### src/rtl/lvds_frame_tx.sv
// rtl/lvds_frame_tx.sv - framed byte transmitter feeding an LVDS serializer
//
// Emits frames of the form HDR0, HDR1, PAYLOAD_LEN payload bytes, then at
// least GAP_LEN idle bytes. A frame is requested by holding start high in
// IDLE; payload bytes are pulled from an upstream source with a
// valid/ready handshake. A missing payload byte is replaced by IDLE_BYTE
// so the frame length never changes, and the starvation is flagged.
//
// Ports:
//   clk           rising-edge clock for all logic
//   rst_n         asynchronous active-low reset
//   start         frame request, sampled only while idle
//   pay_data      upstream payload byte
//   pay_valid     pay_data holds a byte
//   pay_ready     a payload byte is taken on this edge (payload slots)
//   clr_underrun  synchronous clear of the underrun flag
//   tx_data       registered byte stream to the serializer
//   tx_busy       frame in progress (acceptance through gap completion)
//   frame_done    one-cycle pulse alongside the final gap byte
//   underrun      sticky payload-starvation flag
//   frame_cnt     number of completed frames, wraps at 16 bits

module lvds_frame_tx #(
    parameter int unsigned PAYLOAD_LEN = 124,
    parameter int unsigned GAP_LEN     = 4,
    parameter logic [7:0]  IDLE_BYTE   = 8'h00,
    parameter logic [7:0]  HDR0        = 8'hEE,
    parameter logic [7:0]  HDR1        = 8'h33
) (
    input  logic        clk,
    input  logic        rst_n,
    input  logic        start,
    input  logic [7:0]  pay_data,
    input  logic        pay_valid,
    output logic        pay_ready,
    output logic [7:0]  tx_data,
    output logic        tx_busy,
    output logic        frame_done,
    output logic        underrun,
    input  logic        clr_underrun,
    output logic [15:0] frame_cnt
);

    // Each state names the byte that is loaded into tx_data on the next edge.
    typedef enum logic [2:0] {
        S_IDLE    = 3'd0,
        S_HDR0    = 3'd1,
        S_HDR1    = 3'd2,
        S_PAYLOAD = 3'd3,
        S_GAP     = 3'd4
    } state_t;

    localparam logic [9:0] SLOT_LAST = 10'(PAYLOAD_LEN - 1);
    localparam logic [7:0] GAP_LAST  = 8'(GAP_LEN - 1);

    state_t     state;
    logic [9:0] slot_cnt;
    logic [7:0] gap_cnt;

    // Every payload slot consumes (or skips) exactly one byte, so ready is
    // simply the state decode.
    always_comb begin
        pay_ready = (state == S_PAYLOAD);
    end

    always_ff @(posedge clk or negedge rst_n) begin
        if (!rst_n) begin
            state      <= S_IDLE;
            tx_data    <= IDLE_BYTE;
            tx_busy    <= 1'b0;
            frame_done <= 1'b0;
            underrun   <= 1'b0;
            frame_cnt  <= 16'd0;
            slot_cnt   <= 10'd0;
            gap_cnt    <= 8'd0;
        end else begin
            frame_done <= 1'b0;

            // Clear has priority over a starvation event in the same cycle.
            if (clr_underrun) begin
                underrun <= 1'b0;
            end else if (pay_ready && !pay_valid) begin
                underrun <= 1'b1;
            end

            case (state)
                S_IDLE: begin
                    tx_data <= IDLE_BYTE;
                    // Busy falls here, one cycle after frame_done, unless a
                    // new frame is accepted on the same edge.
                    tx_busy <= start;
                    if (start) begin
                        state <= S_HDR0;
                    end
                end

                S_HDR0: begin
                    tx_data <= HDR0;
                    state   <= S_HDR1;
                end

                S_HDR1: begin
                    tx_data  <= HDR1;
                    slot_cnt <= 10'd0;
                    state    <= S_PAYLOAD;
                end

                S_PAYLOAD: begin
                    // A starved slot still occupies its position in the frame.
                    tx_data  <= pay_valid ? pay_data : IDLE_BYTE;
                    slot_cnt <= slot_cnt + 10'd1;
                    if (slot_cnt == SLOT_LAST) begin
                        gap_cnt <= 8'd0;
                        state   <= S_GAP;
                    end
                end

                S_GAP: begin
                    tx_data <= IDLE_BYTE;
                    if (gap_cnt == GAP_LAST) begin
                        frame_done <= 1'b1;
                        frame_cnt  <= frame_cnt + 16'd1;
                        state      <= S_IDLE;
                    end else begin
                        gap_cnt <= gap_cnt + 8'd1;
                    end
                end

                default: begin
                    tx_data <= IDLE_BYTE;
                    tx_busy <= 1'b0;
                    state   <= S_IDLE;
                end
            endcase
        end
    end

endmodule

### config.mk
export PLATFORM = sky130hd
export DESIGN_NAME = lvds_frame_tx
export DESIGN_NICKNAME = d
export VERILOG_FILES = /design/src/rtl/lvds_frame_tx.sv
export SDC_FILE = /design/constraint.sdc
export NUM_CORES = 1
export LEC_CHECK = 0
export ABC_AREA = 0
export CAP_MARGIN = 20
export CORE_AREA = 2 2 51 89
export DETAILED_ROUTE_END_ITERATION = 10
export DIE_AREA = 0 0 53 91
export PLACE_DENSITY = 0.91
export SLEW_MARGIN = 20
export SYNTH_ARGS = -nofsm -noshare
export SYNTH_HDL_FRONTEND = slang
export SYNTH_SLANG_ARGS = --single-unit
### constraint.sdc
create_clock -name clk -period 4.07 [get_ports clk]
set_input_delay 1.221 -clock clk [delete_from_list [all_inputs] [get_ports clk]]
set_output_delay 1.221 -clock clk [all_outputs]
set_load 0.005 [all_outputs]
# Word level (Yosys, flattened, before mapping)
# Cells that the tools add are included.
dict set report op_classes {
  n_addsub 3
  eq_ne 10
  mux 15
  reduce_logical 10
}
# cell n
set op_table {}
lappend op_table {{2-to-1 mux 8 bit} 3}
lappend op_table {{case mux 8 bit (3 select lines)} 1}
lappend op_table {{case mux 10 bit (2 select lines)} 1}
lappend op_table {{adder 16 x 1 -> 16 bit (second input constant)} 1}
lappend op_table {{case mux 8 bit (2 select lines)} 1}
lappend op_table {{case mux 3 bit (5 select lines)} 1}
lappend op_table {{adder 10 x 1 -> 10 bit (second input constant)} 1}
lappend op_table {{equality test 10 x 7 -> 1 bit (second input constant)} 1}
lappend op_table {{2-to-1 mux 3 bit} 3}
lappend op_table {{adder 8 x 1 -> 8 bit (second input constant)} 1}
lappend op_table {{equality test 8 x 2 -> 1 bit (second input constant)} 1}
lappend op_table {{equality test 3 x 2 -> 1 bit (second input constant)} 2}
lappend op_table {{!= test 2 bit (second input constant)} 3}
lappend op_table {{AND reduction 3 bit} 2}
lappend op_table {{nonzero test 2 bit} 3}
lappend op_table {{2-to-1 mux 1 bit} 4}
lappend op_table {{OR reduction 4 bit} 1}
lappend op_table {{equality test 3 x 1 -> 1 bit (second input constant)} 1}
lappend op_table {{equality test 3 bit (second input constant)} 1}
lappend op_table {{logical NOT 3 bit} 1}
lappend op_table {{!= test 2 x 1 -> 1 bit (second input constant)} 1}
lappend op_table {{case mux 1 bit (2 select lines)} 1}
lappend op_table {{AND reduction 2 bit} 1}
lappend op_table {{logical AND 1 bit} 1}
lappend op_table {{logical NOT 1 bit} 1}
dict set report totals {
  regBits 48
  output_inout_bits 28
  elab_cells 46
}

# Depth between registers and ports, before layout
dict set report logic_depth {
  word_depth 4
  ltp_mapped 7
}

# Least setup slack after synthesis
# No wires, ideal clock.
dict set report synth_timing {
  kind {register -> output}
  startpoint {reg state[2]}
  endpoint {out pay_ready}
  t_arrival_ns 0.689
  setup_slack_ns 2.160
  stages_incl_launch_ff 3
  n_path_buf 0
  path_cell_list {dfrtp_1 -> nand3b_1 -> inv_1}
}
dict set report synth_between {
  elab_chain_cells 1
}
# item line
set synth_rtl {}
lappend synth_rtl {{start: declaration} 56} ;# state_t state;
lappend synth_rtl {{start signal: assignment} 68} ;# state <= S_IDLE;
lappend synth_rtl {{start signal: assignment} 93} ;# state <= S_HDR0;
lappend synth_rtl {{start signal: assignment} 99} ;# state <= S_HDR1;
lappend synth_rtl {{equality test 3 x 2 -> 1 bit} 63} ;# pay_ready = (state == S_PAYLOAD);
lappend synth_rtl {{end: declaration} 35} ;# output logic pay_ready,
# No other way between the ends.

# Final worst setup path
dict set report layout_timing {
  startpoint {reg state[0]}
  endpoint {out pay_ready}
}
# Same word-level chain as after synthesis.

==> impl_metrics.toml <==
[layout]
final_cell_mix = "48 x dfrtp_1, 39 x clkdlybuf4s50_1, 30 x nand2_1"
fin_nets = 279
final_util_pct = 68.4
n_antenna_cell = 0
area_growth_pct = 24.0
mostFrequentLayoutCell = "dfrtp_1"
final-seq-area_mm2 = 0.00120
multiInputGateArea_um2 = 993
drive_above_1_share_pct = 6.44
fillers = 324

[floorplan]
io_pins = 41
die_width_um = 53
initial_core_util_pct = 55.1
die_area_mm2 = 0.00482
die_y_um = 91
core-area_mm2 = 0.00407
rows = 31

[sta]
relSlewSlack_pct = 51.7
maxSlewViolCount = 0
fin_setup_tns_ns = 0
setup-violations-final = 0
hold_viol = 0
clock.fmax_mhz = 346
finalWorstSetupSlack_ns = 1.18
finClkSkew_ns = 0.0102
period_needed_ns = 2.89
worst_slew_pin_slew_ns = 0.724
rsz0062_at_grt = "false"
fin_hold_ws_ns = 0.476
post-route-period-util_pct = 71.1

[yosys]
synth.ff_latch_count = 48
synth_largest_area_cell = "dfrtp_1"
synth_cell_types = 35
postSynthCellCount = 223
syn_area_mm2 = 0.00225
yosysSeqAreaShare_pct = 53.5
synth.net_count = 239
avgSynthCellArea_um2 = 10.1
synth_top_area_share_pct = 53.5
synth.area.top_cells = "dfrtp_1 53%, nand2_1 5.0%, xnor2_1 4.3%, mux2i_1 3.1%, nand3_1 3.1%"
yosysWarningCount = 0

[setup_path]
path_delay_family = "flip-flops"
critPathMaxFanout = 13
worstPathArrival_ns = 1.67
startpoint_type = "flop"
required_ns = 2.85
critPathCaptureType = "output port"
worst-setup-path-type = "flop to output port"
cp_cell_sequence = "nand3b_1 -> inv_1 -> clkdlybuf4s50_1"
slowest_delay_ns = 0.59
crit_path_top_delay_cell = "dfrtp_1"
path_buf_inv = 2

[job]
max-cap-violations = 0

[pwr]
power_mw = 1.05
irDropWorstVdd_mv = 0.312
power_density_mw_per_mm2 = 376
p_leak_nw = 1.22

[cts]
ctsHoldBuffers = 0
ctsResizeCount = 0
post-cts-setup-buffers = 0
numCtsBuffers = 5
htree_levels = 2
clk_pin_slew_ns = 0.09
root_buffer = "clkbuf_8"
clock_path_buffers = 2
cts.sinks = 48
cts_tree = "built"
clk_latency_ns = 0.29

[place]
port_buffers = 40
post-dp-hpwl_mm = 3.32
gp_congestion = 0.827
pre_cts_ws_ns = 1.50

[route]
firstDrtPassIters = 4
routedWlPerCell_um = 14.6
viasPerCell = 5.71
ant_nets = 0
num_vias = 1788
drc = 0
finalWirelength_mm = 4.58
drt_iter0_drc = 38

[global_routing]
antenna_found_initial = 0
grtUsageTotal_pct = 21.9
grt_overflow_total = 0
grt_max_degree = 49
first_global_vias = 1808
grt_pass1_wl_mm = 8.09

[min_path]
min_path_type = "flop to flop"

[run_status]
outcome = "completed"
-- stage by stage --
stage / cells / instance area [µm²]
2_1_floorplan: 223 / 2250
3_3_place_gp: 305 / 2670
3_5_place_dp: 305 / 2670
4_1_cts: 313 / 2780
5_1_grt: 313 / 2780
6_report: 313 / 2780
-- Yosys cell counts --
| cell | n |
|---|---|
| and2_4 | 1 |
| nor3b_2 | 1 |
| nor2_1 | 16 |
| buf_2 | 2 |
| clkbuf_1 | 4 |
| and3_1 | 5 |
| nor3b_1 | 1 |
| o31ai_1 | 1 |
| mux2i_1 | 7 |
| a21bo_2 | 1 |
| a22o_2 | 1 |
| nand3b_1 | 2 |
| nand3_1 | 14 |
| xnor2_1 | 11 |
| and2_1 | 1 |
| a211o_1 | 3 |
| or4b_4 | 1 |
| nor3_1 | 11 |
| nand2_1 | 30 |
| o21a_1 | 1 |
| xor2_1 | 4 |
| a21oi_1 | 9 |
| inv_1 | 6 |
| nand2b_1 | 2 |
| buf_1 | 1 |
| a31oi_1 | 4 |
| ha_1 | 3 |
| o21ai_0 | 14 |
| dfrtp_1 | 48 |
| nor4b_2 | 2 |
| and4_1 | 5 |
| nand4_1 | 8 |
| nor4_1 | 1 |
| or2_2 | 1 |
| mux2_2 | 1 |
-- cells by family after synthesis --
logic type / share of synthesized area (%)
AND/OR/NAND/NOR: 24.1
adder cells (fa/ha/maj): 1.67
XOR/XNOR: 5.85
multiplexers: 3.62
buffers and inverters: 2.28
AO/OA/AOI/OAI: 8.97
flip-flops: 53.5
-- state kept, by name, indices dropped and copies added (netlist names) --
name	cells
slot_cnt	10
underrun	1
gap_cnt	8
state	3
tx_data	8
frame_done	1
frame_cnt	16
tx_busy	1
-- final timing paths --
check	from	to	slack, ns	depth (start not counted)
setup / recovery	state[0]	pay_ready	1.18	3
hold / removal	frame_cnt[15]	frame_cnt[15]	0.48	1
setup reg to reg	slot_cnt[0]	gap_cnt[7]	1.98	5
hold reg to reg	frame_cnt[15]	frame_cnt[15]	0.48	1
max in group asynchronous	rst_n	tx_data[4]	2.73	1
min in group asynchronous	rst_n	slot_cnt[6]	0.92	1
-- routing by layer --
layer	track usage, %	wire, µm	vias up
li1	-	-	863
met1	26.1	1800	879
met5	0	0	-
met4	7.26	67	0
met2	38.2	2580	38
met3	3.78	132	8
-- layout make-up --
type,count,area share (%)
clock buffers,6,2.61
clock inverters,2,1.26
inverters,6,0.809
multi-input cells,162,35.7
flip-flops and latches,48,43.1
well taps,49,2.20
repair buffers,40,14.3
-- power breakdown --
group          leakage (nW)  internal [mW]  switching (mW)
Clock                0.0552          0.182           0.150
Sequential            0.635          0.518          0.0496
Combinational         0.532         0.0787          0.0679
Total                  1.22          0.779           0.267
Note: power is estimated with default switching activity, not from simulation.
